**src/rtl/vga_timing_controller_if.sv**
```systemverilog
// Raster timing bundle between vga_timing_controller (master) and the pixel
// generator / DAC side (slave).
interface vga_timing_controller_if;
  logic        enable;
  logic        enable_V_Counter;
  logic        frame_end;
  logic [15:0] H_Count_Value;
  logic [15:0] V_Count_Value;
  logic        hsync;
  logic        vsync;
  logic        video_on;
  logic [15:0] pixel_x;
  logic [15:0] pixel_y;
  logic [7:0]  frame_count;

  modport master (
    input  enable,
    output enable_V_Counter, frame_end, H_Count_Value, V_Count_Value,
    output hsync, vsync, video_on, pixel_x, pixel_y, frame_count
  );

  modport slave (
    output enable,
    input  enable_V_Counter, frame_end, H_Count_Value, V_Count_Value,
    input  hsync, vsync, video_on, pixel_x, pixel_y, frame_count
  );
endinterface

```
**src/rtl/vga_timing_controller.sv**
```systemverilog
// 640x480@60 raster timing: H/V counters, per-axis phase FSMs, registered sync/video outputs.
// Optional frame counter enabled by defining VGA_FRAME_COUNT_EN.
module vga_timing_controller #(
  parameter int unsigned H_ACTIVE = 640,
  parameter int unsigned H_FP     = 16,
  parameter int unsigned H_SYNC   = 96,
  parameter int unsigned H_BP     = 48,
  parameter int unsigned V_ACTIVE = 480,
  parameter int unsigned V_FP     = 10,
  parameter int unsigned V_SYNC   = 2,
  parameter int unsigned V_BP     = 33
) (
  input  logic                   clk_25Mhz,
  input  logic                   rst,
  vga_timing_controller_if.master vga
);

  localparam int unsigned H_TOTAL = H_ACTIVE + H_FP + H_SYNC + H_BP;
  localparam int unsigned V_TOTAL = V_ACTIVE + V_FP + V_SYNC + V_BP;

  // Last count of each phase; the FSM leaves the phase on the enabled cycle at that count.
  localparam logic [15:0] HActLast  = 16'(H_ACTIVE - 1);
  localparam logic [15:0] HFpLast   = 16'(H_ACTIVE + H_FP - 1);
  localparam logic [15:0] HSyncLast = 16'(H_ACTIVE + H_FP + H_SYNC - 1);
  localparam logic [15:0] HTotLast  = 16'(H_TOTAL - 1);
  localparam logic [15:0] VActLast  = 16'(V_ACTIVE - 1);
  localparam logic [15:0] VFpLast   = 16'(V_ACTIVE + V_FP - 1);
  localparam logic [15:0] VSyncLast = 16'(V_ACTIVE + V_FP + V_SYNC - 1);
  localparam logic [15:0] VTotLast  = 16'(V_TOTAL - 1);

  typedef enum logic [1:0] {StActive, StFront, StSync, StBack} phase_e;

  logic [15:0] h_cnt_q, h_cnt_d, v_cnt_q, v_cnt_d;
  phase_e      h_state_q, h_state_d, v_state_q, v_state_d;
  logic        hsync_q, vsync_q, video_on_q;
  logic [15:0] pixel_x_q, pixel_y_q;
  logic        line_end, frame_last;

  assign line_end   = vga.enable && (h_cnt_q == HTotLast);
  assign frame_last = line_end && (v_cnt_q == VTotLast);

  always_comb begin
    h_cnt_d = h_cnt_q;
    v_cnt_d = v_cnt_q;
    if (vga.enable) begin
      h_cnt_d = (h_cnt_q == HTotLast) ? 16'd0 : h_cnt_q + 16'd1;
    end
    if (line_end) begin
      v_cnt_d = (v_cnt_q == VTotLast) ? 16'd0 : v_cnt_q + 16'd1;
    end
  end

  always_comb begin
    h_state_d = h_state_q;
    if (vga.enable) begin
      unique case (h_state_q)
        StActive: if (h_cnt_q == HActLast)  h_state_d = StFront;
        StFront:  if (h_cnt_q == HFpLast)   h_state_d = StSync;
        StSync:   if (h_cnt_q == HSyncLast) h_state_d = StBack;
        StBack:   if (h_cnt_q == HTotLast)  h_state_d = StActive;
        default:  h_state_d = StActive;
      endcase
    end
  end

  // Vertical phase only moves on the line-end strobe.
  always_comb begin
    v_state_d = v_state_q;
    if (line_end) begin
      unique case (v_state_q)
        StActive: if (v_cnt_q == VActLast)  v_state_d = StFront;
        StFront:  if (v_cnt_q == VFpLast)   v_state_d = StSync;
        StSync:   if (v_cnt_q == VSyncLast) v_state_d = StBack;
        StBack:   if (v_cnt_q == VTotLast)  v_state_d = StActive;
        default:  v_state_d = StActive;
      endcase
    end
  end

  always_ff @(posedge clk_25Mhz) begin
    if (rst) begin
      h_cnt_q   <= 16'd0;
      v_cnt_q   <= 16'd0;
      h_state_q <= StActive;
      v_state_q <= StActive;
    end else begin
      h_cnt_q   <= h_cnt_d;
      v_cnt_q   <= v_cnt_d;
      h_state_q <= h_state_d;
      v_state_q <= v_state_d;
    end
  end

  // Outputs describe the counts present on the previous enabled cycle.
  always_ff @(posedge clk_25Mhz) begin
    if (rst) begin
      hsync_q    <= 1'b1;
      vsync_q    <= 1'b1;
      video_on_q <= 1'b0;
      pixel_x_q  <= 16'd0;
      pixel_y_q  <= 16'd0;
    end else if (vga.enable) begin
      hsync_q    <= (h_state_q != StSync);
      vsync_q    <= (v_state_q != StSync);
      video_on_q <= (h_state_q == StActive) && (v_state_q == StActive);
      pixel_x_q  <= h_cnt_q;
      pixel_y_q  <= v_cnt_q;
    end
  end

`ifdef VGA_FRAME_COUNT_EN
  logic [7:0] frame_count_q;

  always_ff @(posedge clk_25Mhz) begin
    if (rst) begin
      frame_count_q <= 8'd0;
    end else if (frame_last) begin
      frame_count_q <= frame_count_q + 8'd1;
    end
  end

  assign vga.frame_count = frame_count_q;
`else
  assign vga.frame_count = 8'd0;
`endif

  assign vga.enable_V_Counter = line_end;
  assign vga.frame_end        = frame_last;
  assign vga.H_Count_Value    = h_cnt_q;
  assign vga.V_Count_Value    = v_cnt_q;
  assign vga.hsync            = hsync_q;
  assign vga.vsync            = vsync_q;
  assign vga.video_on         = video_on_q;
  assign vga.pixel_x          = pixel_x_q;
  assign vga.pixel_y          = pixel_y_q;

endmodule

```
**src/flat_wrapper.sv**
```systemverilog
// flat-port wrapper written by rule: the top's interface ports become plain ports
module vga_timing_controller_flat 
#(
  parameter int unsigned H_ACTIVE = 640,
  parameter int unsigned H_FP     = 16,
  parameter int unsigned H_SYNC   = 96,
  parameter int unsigned H_BP     = 48,
  parameter int unsigned V_ACTIVE = 480,
  parameter int unsigned V_FP     = 10,
  parameter int unsigned V_SYNC   = 2,
  parameter int unsigned V_BP     = 33
)
  (clk_25Mhz, rst, vga_enable, vga_enable_V_Counter, vga_frame_end, vga_H_Count_Value, vga_V_Count_Value, vga_hsync, vga_vsync, vga_video_on, vga_pixel_x, vga_pixel_y, vga_frame_count);
  vga_timing_controller_if vga_i ();
  input  logic clk_25Mhz;
  input  logic rst;
  input wire logic [$bits(vga_i.enable)-1:0] vga_enable;
  output wire logic [$bits(vga_i.enable_V_Counter)-1:0] vga_enable_V_Counter;
  output wire logic [$bits(vga_i.frame_end)-1:0] vga_frame_end;
  output wire logic [$bits(vga_i.H_Count_Value)-1:0] vga_H_Count_Value;
  output wire logic [$bits(vga_i.V_Count_Value)-1:0] vga_V_Count_Value;
  output wire logic [$bits(vga_i.hsync)-1:0] vga_hsync;
  output wire logic [$bits(vga_i.vsync)-1:0] vga_vsync;
  output wire logic [$bits(vga_i.video_on)-1:0] vga_video_on;
  output wire logic [$bits(vga_i.pixel_x)-1:0] vga_pixel_x;
  output wire logic [$bits(vga_i.pixel_y)-1:0] vga_pixel_y;
  output wire logic [$bits(vga_i.frame_count)-1:0] vga_frame_count;
  assign vga_i.enable = vga_enable;
  assign vga_enable_V_Counter = vga_i.enable_V_Counter;
  assign vga_frame_end = vga_i.frame_end;
  assign vga_H_Count_Value = vga_i.H_Count_Value;
  assign vga_V_Count_Value = vga_i.V_Count_Value;
  assign vga_hsync = vga_i.hsync;
  assign vga_vsync = vga_i.vsync;
  assign vga_video_on = vga_i.video_on;
  assign vga_pixel_x = vga_i.pixel_x;
  assign vga_pixel_y = vga_i.pixel_y;
  assign vga_frame_count = vga_i.frame_count;
  vga_timing_controller #(.H_ACTIVE(H_ACTIVE), .H_FP(H_FP), .H_SYNC(H_SYNC), .H_BP(H_BP), .V_ACTIVE(V_ACTIVE), .V_FP(V_FP), .V_SYNC(V_SYNC), .V_BP(V_BP)) u_core (.clk_25Mhz(clk_25Mhz), .rst(rst), .vga(vga_i));
endmodule
```
**config.mk**
```make
export PLATFORM = sky130hd
export DESIGN_NAME = vga_timing_controller_flat
export DESIGN_NICKNAME = d
export VERILOG_FILES = /design/src/rtl/vga_timing_controller_if.sv /design/src/rtl/vga_timing_controller.sv /design/src/flat_wrapper.sv
export SDC_FILE = /design/constraint.sdc
export NUM_CORES = 1
export LEC_CHECK = 0
export BUFFER_PORTS_ARGS = -buffer_cell sky130_fd_sc_hd__buf_2
export CAP_MARGIN = 10
export CORE_MARGIN = 2
export CORE_UTILIZATION = 25
export DETAILED_ROUTE_END_ITERATION = 10
export GPL_TIMING_DRIVEN = 1
export RECOVER_POWER = 100
export SYNTH_ARGS = -nofsm -noshare
export SYNTH_HDL_FRONTEND = slang
export SYNTH_SLANG_ARGS = --single-unit
```
**constraint.sdc**
```tcl
create_clock -name clk_25Mhz -period 1.9 [get_ports clk_25Mhz]
set_input_delay 0.38 -clock clk_25Mhz [delete_from_list [all_inputs] [get_ports clk_25Mhz]]
set_output_delay 0.38 -clock clk_25Mhz [all_outputs]
set_load 0.005 [all_outputs]
```
Word level (Yosys, flattened, before mapping)
Index checks and enable logic that the tools add are counted.

operators by class
  add/subtract/negate cells = 2
  equality and inequality tests = 24
  multiplexer cells = 12
  reductions and logical operators = 7

operators with widths
  operator                 number
  $eq A16 B10 Y1 const B   5
  $eq A16 B9 Y1 const B    3
  $add A16 B1 Y16 const B  2
  $mux W16                 2
  $mux W2                  8
  $ne A2 B1 Y1 const B     8
  $pmux W2 S4              2
  $reduce_and A5 Y1        2
  $eq A2 B2 Y1 const B     4
  $eq A2 B1 Y1 const B     2
  $logic_not A2 Y1         2
  $ne A2 B2 Y1 const B     2
  $logic_and A1 B1 Y1      3

storage, ports and cells
  bits in registers = 71
  input port bits = 3
  output and inout bits = 77
  logic and storage cells = 54

Depth between registers and ports, before layout
Gate-level depths: netlist of run 1.

  depth after elaboration = 3
  gate-level depth with buffers = 7
  gate-level depth less buffers = 7

Worst setup path before layout of run 1
OpenSTA, ideal clock, no wires.

  path kind = flip-flop to flip-flop
  start point = register u_core.h_cnt_q[0] (netlist: u_core.vga.H_Count_Value[0])
  end point = register u_core.v_cnt_q[14] (netlist: u_core.vga.V_Count_Value[14])
  library setup time = 70 ps
  arrival time = 2,021 ps
  required time = 1,830 ps
  slack = -191 ps
  stages on the path, launching flop included = 7
  path buffers = 0
  period minus slack after synthesis = 2,091 ps
  cells stage by stage = dfxtp_1 -> ha_1 -> nand3_2 -> nor4_2 -> nand4_1 -> or3_1 -> a21oi_1

between the ends
  word-level cells in the longest chain between the ends = 2

ends and longest elaborated chain
  item                      RTL line                     source
  start: declaration        vga_timing_controller.sv:33  logic [15:0] h_cnt_q, h_cnt_d, v_cnt_q, v_cnt_d;
  start signal: assignment  vga_timing_controller.sv:87  h_cnt_q <= h_cnt_d;
  $eq A16 B10 Y1            vga_timing_controller.sv:39  assign line_end = vga.enable && (h_cnt_q == HTotLast);
  $logic_and A1 B1 Y1       vga_timing_controller.sv:39
  end signal: assignment    vga_timing_controller.sv:88  v_cnt_q <= v_cnt_d;
  end: declaration          vga_timing_controller.sv:33

Every way passes these cells.
A chain may end at the register's enable or synchronous reset.

Worst setup path after layout of run 1
  start point = register u_core.v_cnt_q[15] (netlist: u_core.vga.V_Count_Value[15])
  end point = output vga_frame_end

between the ends
  word-level cells in the longest chain between the ends = 2

ends and longest elaborated chain
  item                 RTL line                     source
  $eq A16 B10 Y1       vga_timing_controller.sv:40  assign frame_last = line_end && (v_cnt_q == VTotLast);
  $logic_and A1 B1 Y1  vga_timing_controller.sv:40
  end: declaration     flat_wrapper.sv:19           output wire logic [$bits(vga_i.frame_end)-1:0] vga_frame_end;

Every way passes these cells.

==> impl_metrics.py, run 1 <==
metrics = {
    "synthesis": {
        "syn_inst": 371,
        "ys_warn_count": 0,
        "synth_cell_types": 45,
        "synth.largest_area_cell": "dfxtp_1",
        "synth_edf_count": 0,
        "ys_seq_area_frac": 0.428,
        "synth.avg_cell_area_sq_um": 8.95,
        "synthTopCellsByArea": "dfxtp_1 43%, mux2i_1 9.9%, nor2_1 7.0%",
        "async_reset_ff_frac": 0,
        "netlist.area_leader.share": 0.428,
        "synth_ff_type": "dfxtp_1",
        "synth_area_sq_um": 3320,
        "yosys_register_bits": 71,
    },
    "detailed_routing": {
        "vias_per_cell": 4.52,
        "vias": 3069,
        "first_iter_violations": 130,
        "drt_pass1_iterations": 4,
        "routed_wl_microns": 9300,
        "drc": 0,
        "drtAntennaViolNets": 0,
        "wl_per_cell_microns": 13.7,
    },
    "pwr": {
        "intPower_w": 0.00258,
        "clkPwrFrac": 0.505,
        "p_leak_nw": 2.10,
        "seqPwrFrac": 0.455,
        "combinationalPowerShare": 0.040,
        "ir_worst_vdd_uv": 471,
        "power_switching_w": 0.000714,
        "power_density_nw_per_um2": 670,
        "switching_share": 0.217,
    },
    "setup_path": {
        "rr_startpoint": "u_core.vga.H_Count_Value[15]",
        "r2r_slack_ns": -0.17,
        "cpLargestDelayFamily": "simple AND/OR/NAND/NOR gates",
        "path_cells": "or4_4 -> nor3_4 -> nand4_1 -> nor2_2 -> buf_2",
        "critical_path_class": "reg2out",
        "rr_endpoint": "u_core.h_state_q[0]",
        "arrival_ns": 1.78,
        "path_buf_inv": 1,
        "endpoint_kind": "primary output",
        "slowest_stage": "or4_4",
        "critPathLaunchType": "register",
        "critical-path-max-stage-delay_ns": 0.56,
        "crit_fanout": 3,
        "rr_worst_depth": 8,
        "worstPathRequired_ns": 1.52,
    },
    "place": {
        "preCtsSetupSlack_ns": -0.195,
        "io_buffer_count": 71,
        "dp_hpwl_microns": 6640,
        "place.gp.congestion": 0.810,
    },
    "cells_and_area": {
        "drive_gt1_frac": 0.372,
        "final_cell_mix": "65 x dfxtp_1, 58 x buf_2, 54 x buf_4",
        "layout_commonest_cell": "dfxtp_1",
        "area_growth_syn_to_layout_pct": 48.1,
        "final_util": 0.376,
        "nets": 515,
        "antennaDiodeCount": 0,
    },
    "sta": {
        "rsz0062_at_grt": "true",
        "fmax_ghz": 0.463,
        "period_needed_ns": 2.16,
        "finalSetupViolCount": 21,
        "setup_ws_ns": -0.258,
        "final_max_slew_viol_count": 0,
        "finalCritPeriodShare": 1.14,
        "clock_skew_ns": 0.00903,
        "hold_viol": 0,
    },
    "global_routing": {
        "grt_max_degree": 44,
        "met2_usage": 0.221,
        "gr-usage-met1": 0.164,
        "grt_pass1_wl_microns": 14800,
        "grt_pass1_vias": 3013,
        "grt_overflow_total": 0,
        "busiest_layer": "met2",
        "grt_use_total": 0.133,
        "grt_antenna_before_repair": 0,
        "grt_util_met3": 0.0417,
    },
    "run_status": {
        "violations": "negative setup slack",
        "status": "finished, violations left",
    },
    "worst_hold_path": {
        "holdPathEnd": "u_core.vga.pixel_x[15]",
        "hp-start": "rst",
        "min_path_type": "in2reg",
        "hold_path_depth": 2,
    },
    "die": {
        "core-area_sq_um": 13100,
        "die_h_microns": 119,
        "fp.dieW_microns": 119,
        "ios": 80,
        "die-area_sq_um": 14200,
        "start_util": 0.254,
        "rows": 42,
    },
    "clock_tree": {
        "clock_latency_ns": 0.34,
        "tritoncts_num_sinks": 71,
        "clkTransAtPathRegs_ns": 0.06,
        "tritoncts": "yes",
        "cts_buffer_depth": 2,
        "numCtsBuffers": 9,
        "cts_root_buf": "clkbuf_16",
        "hold_buffers": 0,
        "htreeDepth": 3,
    },
    "job": {
        "maxCapViolCount": 0,
    },
}
## per-layer routing
metal,vias up,part of all wire
met5,-,0
met4,0,0.011
met3,9,0.047
met2,85,0.49
met1,1459,0.45
li1,1516,-
## power groups by stage
| stage | registers, W | logic [W] | clock network, W |
|---|---|---|---|
| floorplan | 0.00153 | 0.0000827 | 0 |
| global placement | 0.00153 | 0.000116 | 0 |
| detailed placement | 0.00153 | 0.000119 | 0 |
| CTS | 0.00150 | 0.000128 | 0.00170 |
| global route | 0.00150 | 0.000142 | 0.00177 |
| finish | 0.00150 | 0.000130 | 0.00166 |
## synth_stat cells (2+ instances only)
cell type / n
buf_2: 5
a21oi_1: 15
nor4bb_1: 2
nor4_1: 4
nor2_1: 62
o31ai_1: 2
buf_4: 8
or3_1: 5
nor2_2: 2
o21bai_1: 2
nand2b_1: 8
dfxtp_1: 71
nand3_1: 14
nor3_1: 9
nand2_1: 19
nor3b_1: 3
nand4_1: 13
inv_1: 12
mux2i_1: 33
and3_1: 4
xnor2_1: 9
or4_4: 2
o21ai_0: 8
ha_1: 12
clkbuf_1: 11
xor2_1: 14
and4_1: 4
## worst register-to-register path, cell delays in order (launching register included)
cell,delay [ns]
dfxtp_1,0.31
or4_4,0.55
nor2_4,0.15
buf_6,0.11
buf_6,0.09
buf_6,0.10
a21oi_4,0.05
a2111oi_4,0.40
mux2i_1,0.23
## metrics by stage
step / hold WS, ns / area, sq um / std cells / setup TNS, ns / total power, W
2_1_floorplan: 0.457 / 3420 / 378 / -0.220 / 0.00162
3_5_place_dp: 0.460 / 4280 / 651 / -1.45 / 0.00165
5_1_grt: 0.460 / 4920 / 679 / -3.54 / 0.00341
6_report: 0.446 / 4920 / 679 / -2.04 / 0.00329
4_1_cts: 0.435 / 4770 / 679 / -3.63 / 0.00333
3_3_place_gp: 0.454 / 4280 / 651 / -0.719 / 0.00165
## timing repair
item / 4_1_cts / 5_1_grt
resized for setup: 19 / 43
buffers inserted: 15 / 5
gates cloned: 1 / 0
pin swaps: 6 / 21
endpoints found under the setup margin: 14 / 36
hold endpoints to repair: 0 / 0
## state kept, by name, indices dropped and copies added, names as in the netlist
signal,cells
u_core.vga.H_Count_Value,16
u_core.vga.V_Count_Value,16
u_core.vga.pixel_x,16
u_core.vga.pixel_y,16
u_core.h_state_q,2
u_core.v_state_q,2
u_core.vga.hsync,1
u_core.vga.video_on,1
u_core.vga.vsync,1
## worst max path at each step
| stage | end | start | cells past startpoint | slack (ns) |
|---|---|---|---|---|
| finish | vga_frame_end | u_core.vga.V_Count_Value[15] | 5 | -0.26 |
| global route | vga_frame_end | u_core.vga.V_Count_Value[15] | 5 | -0.36 |
| CTS | vga_frame_end | u_core.vga.V_Count_Value[15] | 5 | -0.28 |
| detailed placement | u_core.vga.V_Count_Value[12] | u_core.vga.H_Count_Value[15] | 6 | -0.20 |
| global placement | u_core.vga.V_Count_Value[10] | u_core.vga.H_Count_Value[15] | 6 | -0.09 |
| floorplan | u_core.vga.V_Count_Value[7] | u_core.vga.H_Count_Value[15] | 5 | -0.06 |
## logic make-up after synthesis
group | share of synthesized area
AND/OR/NAND/NOR | 0.253
flip-flops | 0.428
buffers and inverters | 0.0516
AO/OA/AOI/OAI | 0.0610
multiplexers | 0.0995
XOR/XNOR | 0.0607
adder cells (fa/ha/maj) | 0.0452
other | 0.00113
## final cells by class
class	instances	area, sq um
clock buffers	10	239
clock inverters	4	47.5
well taps	176	220
fillers	1325	8170
repair buffers	135	905
inverters	12	47.5
flip-flops and latches	71	1430
multi-input cells	271	2030
Note: power is estimated with default switching activity, not from simulation.
==> run 2, diff against run 1 <==
CORE_UTILIZATION = 35   (was 25)
CTS_BUF_LIST = sky130_fd_sc_hd__clkbuf_8   (was default)
clock period = 2.24 ns   (was 1.9 ns; I/O delays follow)
==> run 2 against run 1 <==
The flow still finishes with violations (negative setup slack). Combinational power is 35% lower. Hold slack worse by 0.0030 ns. Total power is 28% lower. Via count is 6.5% lower. Die area is 28% lower. Clock power is 38% lower. Final area is 17% lower. Clock-buffer cell count is 1 lower. Largest power group is now sequential cells. Sequential power is 15% lower. Core utilization is 6.7 points higher. Global-route usage is 2.5 points higher. Register-to-register slack better by 0.25 ns. Largest cell class unchanged.
==> impl_metrics.py, run 2 (synthesis results as in run 1) <==
metrics = {
    "cells_and_area": {
        "stdcell_area_sq_um": 4090,
        "nets": 476,
        "drive_gt1_frac": 0.206,
        "antennaDiodeCount": 0,
        "area_growth_syn_to_layout_pct": 23.2,
        "final_cell_count_no_fill": 595,
        "layout_commonest_cell": "dfxtp_1",
        "final_cell_mix": "68 x dfxtp_1, 59 x nor2_1, 48 x buf_2",
        "final_util": 0.443,
    },
    "setup_path": {
        "worstPathRequired_ns": 1.79,
        "critPathLaunchType": "register",
        "rr_worst_depth": 7,
        "crit_fanout": 6,
        "r2r_slack_ns": 0.08,
        "endpoint_kind": "primary output",
        "critical_path_class": "reg2out",
        "crit_start": "u_core.vga.V_Count_Value[15]",
        "rr_endpoint": "u_core.h_state_q[1]",
        "rr_startpoint": "u_core.vga.H_Count_Value[13]",
        "critical-path-max-stage-delay_ns": 0.55,
        "path_cells": "or4_4 -> nor3_2 -> nand4_1 -> nor2_1 -> buf_2",
        "arrival_ns": 1.82,
        "slowest_stage": "or4_4",
    },
    "detailed_routing": {
        "first_iter_violations": 72,
        "vias": 2869,
        "routed.top_layer": "met4",
        "vias_per_cell": 4.82,
        "drtAntennaViolNets": 0,
        "route.met3.wl_microns": 346,
        "drc": 0,
        "wl_per_cell_microns": 13.2,
        "wl_met2_microns": 3510,
        "met1_length_microns": 3890,
        "drt_pass1_iterations": 4,
        "routed_wl_microns": 7860,
    },
    "sta": {
        "period_needed_ns": 2.27,
        "fmax_ghz": 0.441,
        "clock_skew_ns": 0.0141,
        "finalCritPeriodShare": 1.01,
        "worstMarginPinSlew_ns": 0.951,
        "slew_headroom": 0.366,
        "final_max_slew_viol_count": 0,
        "setup_ws_ns": -0.0267,
        "rsz0062_at_grt": "true",
        "finalSetupViolCount": 1,
        "hold_viol": 0,
    },
    "worst_hold_path": {
        "hold_path_depth": 2,
        "hp-start": "rst",
        "holdPathEnd": "u_core.vga.pixel_x[10]",
        "min_path_type": "in2reg",
    },
    "die": {
        "die_h_microns": 101,
        "die-area_sq_um": 10300,
        "rows": 35,
        "ios": 80,
        "core-area_sq_um": 9240,
        "fp.dieW_microns": 101,
        "start_util": 0.359,
    },
    "place": {
        "place_inst": 578,
        "io_buffer_count": 71,
        "preCtsSetupSlack_ns": 0.0935,
        "dp_hpwl_microns": 5770,
        "place.gp.congestion": 0.797,
        "placed_cell_area_sq_um": 3920,
    },
    "global_routing": {
        "grt_antenna_before_repair": 0,
        "grt_overflow_total": 0,
        "grt_pass1_vias": 2626,
        "grt_use_total": 0.158,
        "grt_pass1_wl_microns": 12900,
        "grt_max_degree": 30,
    },
    "pwr": {
        "power_density_nw_per_um2": 582,
        "ir_worst_vdd_uv": 338,
        "p_leak_nw": 1.67,
    },
    "job": {
        "maxCapViolCount": 0,
    },
    "clock_tree": {
        "numCtsBuffers": 9,
        "cts_root_buf": "clkbuf_8",
        "cts_buffer_depth": 2,
        "tritoncts_num_sinks": 71,
        "clock_latency_ns": 0.36,
        "htreeDepth": 3,
        "clkTransAtPathRegs_ns": 0.09,
        "tritoncts": "yes",
    },
    "run_status": {
        "status": "finished, violations left",
        "violations": "negative setup slack",
    },
}
run 2: cell types whose count changed in the layout (fill, tap and decap cells not counted), sizes merged:
cell      change
buf          -65
clkbuf       +25
clkinv        +1
clkinvlp      +1
inv           +1
run 2: routing by layer:
metal | track usage | vias up
met5 | 0 | -
met3 | 0.0317 | 10
met2 | 0.238 | 68
li1 | - | 1453
met4 | 0.0593 | 0
met1 | 0.222 | 1338
run 2: how the worst max path moves through the flow:
stage	end	slack, ns	cells after the start
global placement	u_core.vga.V_Count_Value[7]	0.18	5
finish	vga_frame_end	-0.03	5
detailed placement	u_core.h_state_q[1]	0.09	6
global route	vga_frame_end	-0.14	5
CTS	vga_frame_end	-0.06	5
floorplan	u_core.vga.V_Count_Value[14]	0.15	6
run 2: timing repair:
item / CTS / global route
pin swaps: 2 / 2
endpoints found under the setup margin: 2 / 5
hold buffers: 0 / 0
gates cloned: 0 / 0
buffers inserted: 0 / 1
resized for setup: 7 / 7
run 2: critical path: cells and delay by family, from the launching register on:
kind | cells | cell delay, ns
buffers and inverters | 1 | 0.13
AND/OR/NAND/NOR | 4 | 1.00
flip-flops | 1 | 0.35
run 2: per-stage QoR:
step                      TNS [ns]  power [W]  hold WS [ns]
final                      -0.0267    0.00238         0.443
after global routing        -0.358    0.00247         0.489
after CTS                  -0.0633    0.00241         0.439
after detailed placement         0    0.00139         0.464
after global placement           0    0.00139         0.460
after floorplan                  0    0.00137         0.457
run 2: power by group:
group | internal [W] | switching, W | total, W
registers | 0.00127 | 0.00000274 | 0.00127
clock network | 0.000516 | 0.000510 | 0.00103
logic | 0.0000283 | 0.0000562 | 0.0000844
run 2: cell type report:
class                   instances  area, sq um
fillers                       956         5150
clock inverters                 7         72.6
repair buffers                 96          457
flip-flops and latches         71         1430
multi-input cells             271         1810
well taps                     129          161
clock buffers                   9          124
inverters                      12         45.0
